$ cat src/rtl/reset_sequencer_if.sv
// Handshake bundle between the reset sequencer and the subsystems it releases.
// The master side is the sequencer; the slave side is the set of stages.
interface reset_sequencer_if #(
  parameter int unsigned Stages = 4
);
  localparam int unsigned IdxW = (Stages > 1) ? $clog2(Stages) : 1;

  logic              req_restart;
  logic [Stages-1:0] stage_ready;
  logic [Stages-1:0] stage_en;
  logic              all_up;
  logic              fault;
  logic [IdxW-1:0]   fault_stage;

  modport master (
    input  req_restart,
    input  stage_ready,
    output stage_en,
    output all_up,
    output fault,
    output fault_stage
  );

  modport slave (
    output req_restart,
    output stage_ready,
    input  stage_en,
    input  all_up,
    input  fault,
    input  fault_stage
  );
endinterface

$ cat src/rtl/reset_sequencer.sv
// Releases downstream stages one at a time after global reset, with a settling delay
// before each enable and a ready timeout that latches a fault.
module reset_sequencer #(
  parameter int unsigned Stages     = 4,
  parameter int unsigned StageDelay = 16,
  parameter int unsigned Timeout    = 256,
  parameter int unsigned SyncStages = 2
) (
  input  logic               clk_i,
  input  logic               rst_ni,
  reset_sequencer_if.master  bus
);

  localparam int unsigned IdxW   = (Stages > 1) ? $clog2(Stages) : 1;
  localparam int unsigned CntMax = (StageDelay > Timeout) ? StageDelay : Timeout;
  localparam int unsigned CntW   = (CntMax > 1) ? $clog2(CntMax) : 1;

  typedef enum logic [2:0] {StHold, StDelay, StWaitRdy, StUp, StFault} state_e;

  logic [SyncStages-1:0] sync_q;
  logic                  rst_sync;

  state_e            state_q, state_d;
  logic [IdxW-1:0]   idx_q, idx_d;
  logic [CntW-1:0]   cnt_q, cnt_d;
  logic [Stages-1:0] stage_en_q, stage_en_d;
  logic              all_up_q, all_up_d;
  logic              fault_q, fault_d;
  logic [IdxW-1:0]   fault_stage_q, fault_stage_d;

  // Assertion is asynchronous, release is synchronised to clk_i.
  always_ff @(posedge clk_i or negedge rst_ni) begin
    if (!rst_ni) begin
      sync_q <= '0;
    end else begin
      sync_q <= {sync_q[SyncStages-2:0], 1'b1};
    end
  end

  assign rst_sync = sync_q[SyncStages-1];

  always_ff @(posedge clk_i or negedge rst_ni) begin
    if (!rst_ni) begin
      state_q       <= StHold;
      idx_q         <= '0;
      cnt_q         <= '0;
      stage_en_q    <= '0;
      all_up_q      <= 1'b0;
      fault_q       <= 1'b0;
      fault_stage_q <= '0;
    end else begin
      state_q       <= state_d;
      idx_q         <= idx_d;
      cnt_q         <= cnt_d;
      stage_en_q    <= stage_en_d;
      all_up_q      <= all_up_d;
      fault_q       <= fault_d;
      fault_stage_q <= fault_stage_d;
    end
  end

  always_comb begin
    state_d = state_q;
    idx_d   = idx_q;
    cnt_d   = cnt_q;
    if (rst_sync) begin
      if (bus.req_restart && (state_q != StHold)) begin
        state_d = StHold;
        idx_d   = '0;
        cnt_d   = '0;
      end else begin
        unique case (state_q)
          StHold: begin
            state_d = StDelay;
            idx_d   = '0;
            cnt_d   = '0;
          end
          StDelay: begin
            if (cnt_q == CntW'(StageDelay - 1)) begin
              state_d = StWaitRdy;
              cnt_d   = '0;
            end else begin
              cnt_d = cnt_q + CntW'(1);
            end
          end
          StWaitRdy: begin
            // Ready is checked before the timeout so a last-cycle ready still succeeds.
            if (bus.stage_ready[idx_q]) begin
              cnt_d = '0;
              if (idx_q == IdxW'(Stages - 1)) begin
                state_d = StUp;
              end else begin
                state_d = StDelay;
                idx_d   = idx_q + IdxW'(1);
              end
            end else if (cnt_q == CntW'(Timeout - 1)) begin
              state_d = StFault;
              cnt_d   = '0;
            end else begin
              cnt_d = cnt_q + CntW'(1);
            end
          end
          StUp:    ;
          StFault: ;
          default: state_d = StHold;
        endcase
      end
    end
  end

  // Outputs are decoded from the next state so they leave the flops already aligned.
  always_comb begin
    stage_en_d    = '0;
    all_up_d      = 1'b0;
    fault_d       = 1'b0;
    fault_stage_d = '0;
    unique case (state_d)
      StDelay: begin
        for (int i = 0; i < int'(Stages); i++) begin
          stage_en_d[i] = (i < int'(idx_d));
        end
      end
      StWaitRdy: begin
        for (int i = 0; i < int'(Stages); i++) begin
          stage_en_d[i] = (i <= int'(idx_d));
        end
      end
      StUp: begin
        stage_en_d = '1;
        all_up_d   = 1'b1;
      end
      StFault: begin
        fault_d       = 1'b1;
        fault_stage_d = idx_d;
      end
      default: ;
    endcase
  end

  assign bus.stage_en    = stage_en_q;
  assign bus.all_up      = all_up_q;
  assign bus.fault       = fault_q;
  assign bus.fault_stage = fault_stage_q;

endmodule

$ cat src/flat_wrapper.sv
// flat-port wrapper written by rule: the top's interface ports become plain ports
module reset_sequencer_flat 
#(
  parameter int unsigned Stages     = 4,
  parameter int unsigned StageDelay = 16,
  parameter int unsigned Timeout    = 256,
  parameter int unsigned SyncStages = 2
)
  (clk_i, rst_ni, bus_req_restart, bus_stage_ready, bus_stage_en, bus_all_up, bus_fault, bus_fault_stage);
  reset_sequencer_if #(.Stages(Stages)) bus_i ();
  input  logic clk_i;
  input  logic rst_ni;
  input wire logic [$bits(bus_i.req_restart)-1:0] bus_req_restart;
  input wire logic [$bits(bus_i.stage_ready)-1:0] bus_stage_ready;
  output wire logic [$bits(bus_i.stage_en)-1:0] bus_stage_en;
  output wire logic [$bits(bus_i.all_up)-1:0] bus_all_up;
  output wire logic [$bits(bus_i.fault)-1:0] bus_fault;
  output wire logic [$bits(bus_i.fault_stage)-1:0] bus_fault_stage;
  assign bus_i.req_restart = bus_req_restart;
  assign bus_i.stage_ready = bus_stage_ready;
  assign bus_stage_en = bus_i.stage_en;
  assign bus_all_up = bus_i.all_up;
  assign bus_fault = bus_i.fault;
  assign bus_fault_stage = bus_i.fault_stage;
  reset_sequencer #(.Stages(Stages), .StageDelay(StageDelay), .Timeout(Timeout), .SyncStages(SyncStages)) u_core (.clk_i(clk_i), .rst_ni(rst_ni), .bus(bus_i));
endmodule
$ cat config.mk
export PLATFORM = sky130hd
export DESIGN_NAME = reset_sequencer_flat
export DESIGN_NICKNAME = d
export VERILOG_FILES = /design/src/rtl/reset_sequencer_if.sv /design/src/rtl/reset_sequencer.sv /design/src/flat_wrapper.sv
export SDC_FILE = /design/constraint.sdc
export NUM_CORES = 1
export LEC_CHECK = 0
export ABC_CLOCK_PERIOD_IN_PS = 5470
export BUFFER_PORTS_ARGS = -buffer_cell sky130_fd_sc_hd__buf_4
export CAP_MARGIN = 40
export CELL_PAD_IN_SITES_DETAIL_PLACEMENT = 0
export CELL_PAD_IN_SITES_GLOBAL_PLACEMENT = 1
export CORE_ASPECT_RATIO = 0.8
export CORE_MARGIN = 10
export CORE_UTILIZATION = 45
export CTS_BUF_LIST = sky130_fd_sc_hd__clkbuf_8
export DETAILED_ROUTE_END_ITERATION = 16
export PLACE_DENSITY = 0.85
export SETUP_SLACK_MARGIN = 0.15
export SLEW_MARGIN = 20
export SYNTH_ARGS = -nofsm -noshare
export SYNTH_HDL_FRONTEND = slang
export SYNTH_SLANG_ARGS = --single-unit
$ cat constraint.sdc
create_clock -name clk_i -period 5.47 [get_ports clk_i]
set_input_delay 0.547 -clock clk_i [delete_from_list [all_inputs] [get_ports clk_i]]
set_output_delay 0.547 -clock clk_i [all_outputs]
set_load 0.1 [all_outputs]
==> impl_results.md <==
- Syn_nets: between 100 and 150
- WL met2: ~1100 um
- GP Congestion: approximately 0.83
- Grt ovf: 0
- Initial Util: 48.30%
- First-pass GRT wire length: 4595 um
- Setup Buffers After CTS: 0
- Post-CTS sizing: 0
- P per Cell Area: 236.9 nW/um^2
- Via count: 998
- Sequential fraction of the synthesis area: a little under half
- DP Wirelength: just under 2000 um
- Final setup margin: 3.184 ns
- MaxCap Viol Count: 0
- Max H-tree Level: 1
- CTS root buf: clkbuf_8
- Fill count: ~230
- Die ar.: 5172 um^2
- Syn. warnings: 0
- Die W: 77.94 um
- Worst Setup End Kind: register
- TritonCTS Buffers: 3
- Post-route cell area: 1400 um^2
- Layout cells sized above 1: 17.12%
- Final Setup Violations: 0
- P&R area growth vs syn: 15.84%
- Worst Hold Class: in -> async
- Fmax: between 0.4 and 0.5 GHz
- Slowest stage delay, CP: 0.58 ns
- Initial antenna violation count: 0
- Critical-path top delay cell: mux4_2
- CP startpoint kind: register
- Router iterations before antenna repair: 4
- Worst slew pin tran: 0.6531 ns
- Slew HR: 56.09%
- Iter 0 DRT Violations: 105
- Mapped Area: 1209 um^2
- Clk pin slew, worst setup/hold paths: 0.09 ns
- Fin util: 55.95%
- Setup Total Neg Slack: 0 ns
- Top Ports: 15
- # diodes: 0
- Post-Syn Instances: 131
- Critical path type: reg -> reg
- Met1 wire length: ~1200 um
- P_leak: 0.6064 nW
- Critical Path RT: about 5.6 ns
- Final min period: 2.286 ns
- Max VDD drop: around 0.21 mV
- Tot Pwr: 331.7 uW
- Cell taking the most area after synthesis: dfrtp_1
- Met3 WL: 233 um
- CP Max Fanout: 8
- Worst skew pair latency: between 0.2 and 0.3 ns
- WL/cell: 14.35 um
- Number of synthesized register bits: 23
- # rows: 16
- Die Span Y: 66.36 um
- Most frequent cells in the layout: 23 x dfrtp_1, 15 x buf_4, 13 x o21ai_0, 13 x nor2_1
- Count of different cell masters after synthesis: 37
- Crit-path cells: mux4_2 -> or2_1 -> o311a_1 -> o2bb2ai_4 -> nor3b_2 -> and2_1
- R2R cell count: 6
- Slew Viols, Final: 0
- Post-DRT Antenna Nets: 0
- Leading cell type in the layout, fill and taps excluded: dfrtp_1
- Area after DPL: 1351 um^2
- Synth top area share: 47.62%
- Number of global-route vias before repair: 974
- CTS tree: yes
- Final net count: 155
- Tcrit/Tclk final: a little over two fifths
- Hold buffers post-CTS: 0
- Clock Path Buffers: 2
- Area of the core: approximately 2500 um^2
- Gr usage total: 10.89%
- DR top layer: met4
- Final Hold Fails: 0
- Status: finished clean
- Worst clock skew: 0.008468 ns
- Worst slack, placed: 2.981 ns
- Largest net degree at the start of global routing: 24
- Total clock sinks: 23
- Final wirelength: 2611 um
- Critical Path AT: between 2 and 2.5 ns
- Residual DRC: 0
- Mean Syn Cell Area: 9.226 um^2
- Largest cells by area after synthesis: dfrtp_1 48%, o21ai_0 5.4%, a21oi_1 5.0%
- RSZ-0062 raised after global routing: false
- Post-DR vias/cell: 5.484
- PortBufs: 14
critical path: cells and delay by family (launching register included):
family,cells,cell delay [ns]
compound gates,2,0.62
flops,1,0.42
mux,1,0.58
simple gates,3,0.54
stage by stage:
stage,hold WS [ns],instances
2_1_floorplan,0.2514,131
3_3_place_gp,0.3358,178
3_5_place_dp,0.3347,178
4_1_cts,0.1571,182
5_1_grt,0.1654,182
6_report,0.1516,182
synthesized netlist by cell type (all sizes together):
cell and n:
nor3b 4, o31ai 2, or3b 1, o21a 2, o21bai 1, and4 1
a211oi 1, conb 1, nand4 1, or2 3, a21oi 12, nor2b 2
a31oi 1, xnor2 1, o2bb2ai 1, nor2 13, and3 1, or3 1
inv 3, and4b 1, a221oi 1, dfrtp 23, o41ai 1, nand2b 5
o311a 1, nand4b 1, and2 4, nand2 12, ha 1, nor3 7
nand3 3, o22ai 1, o21ai 13, mux4 1, clkbuf 4
cells by family (layout without fill, tap and decap cells):
kind of cell	Yosys count	in the layout	synth area share, %
AO/OA/AOI/OAI	37	37	19.67
adder cells (fa/ha/maj)	1	1	1.035
flip-flops	23	23	47.62
XOR/XNOR	1	1	0.7248
AND/OR/NAND/NOR	60	60	26.60
buffers and inverters	7	22	2.173
other	1	1	0.3103
multiplexers	1	1	1.863
registers in the layout, summed over array words and instances, names as in the netlist:
name	flops
u_core.bus.stage_en	4
u_core.bus.fault	1
u_core.state_q	3
u_core.bus.all_up	1
u_core.sync_q	2
u_core.bus.fault_stage	2
u_core.idx_q	2
u_core.cnt_q	8
path summary, 6_finish.rpt:
check,startpoint,to,slack [ns]
setup / recovery,u_core.idx_q[0],u_core.bus.fault_stage[0],3.18
hold / removal,rst_ni,u_core.state_q[0],0.15
setup reg to reg,u_core.idx_q[0],u_core.bus.fault_stage[0],3.18
hold reg to reg,u_core.sync_q[0],u_core.sync_q[1],0.35
max in group asynchronous,rst_ni,u_core.bus.fault,5.09
min in group clk_i,u_core.sync_q[0],u_core.sync_q[1],0.35
report_power, final:
part           internal [mW]  leakage, nW  switching, mW
clock network         0.0516       0.0217         0.0569
logic                 0.0154        0.272         0.0270
registers              0.174        0.313        0.00639
layer usage:
metal / up-vias / GRT usage, %
li1: 495 / -
met1: 472 / 14.06
met2: 29 / 16.32
met3: 2 / 4.484
met4: 0 / 3.125
met5: - / 0
final cells by class:
cell class	instances	area [um^2]	share of cell area (%)
Inverter	3	11.26	0.8043
Tap cell	36	45.04	3.217
Timing Repair Buffer	15	112.6	8.043
Multi-Input combinational cell	101	606.8	43.34
Sequential cell	23	575.6	41.11
Clock inverter	1	7.507	0.5362
Clock buffer	3	41.29	2.949
Power figures use the tool's default switching activity.
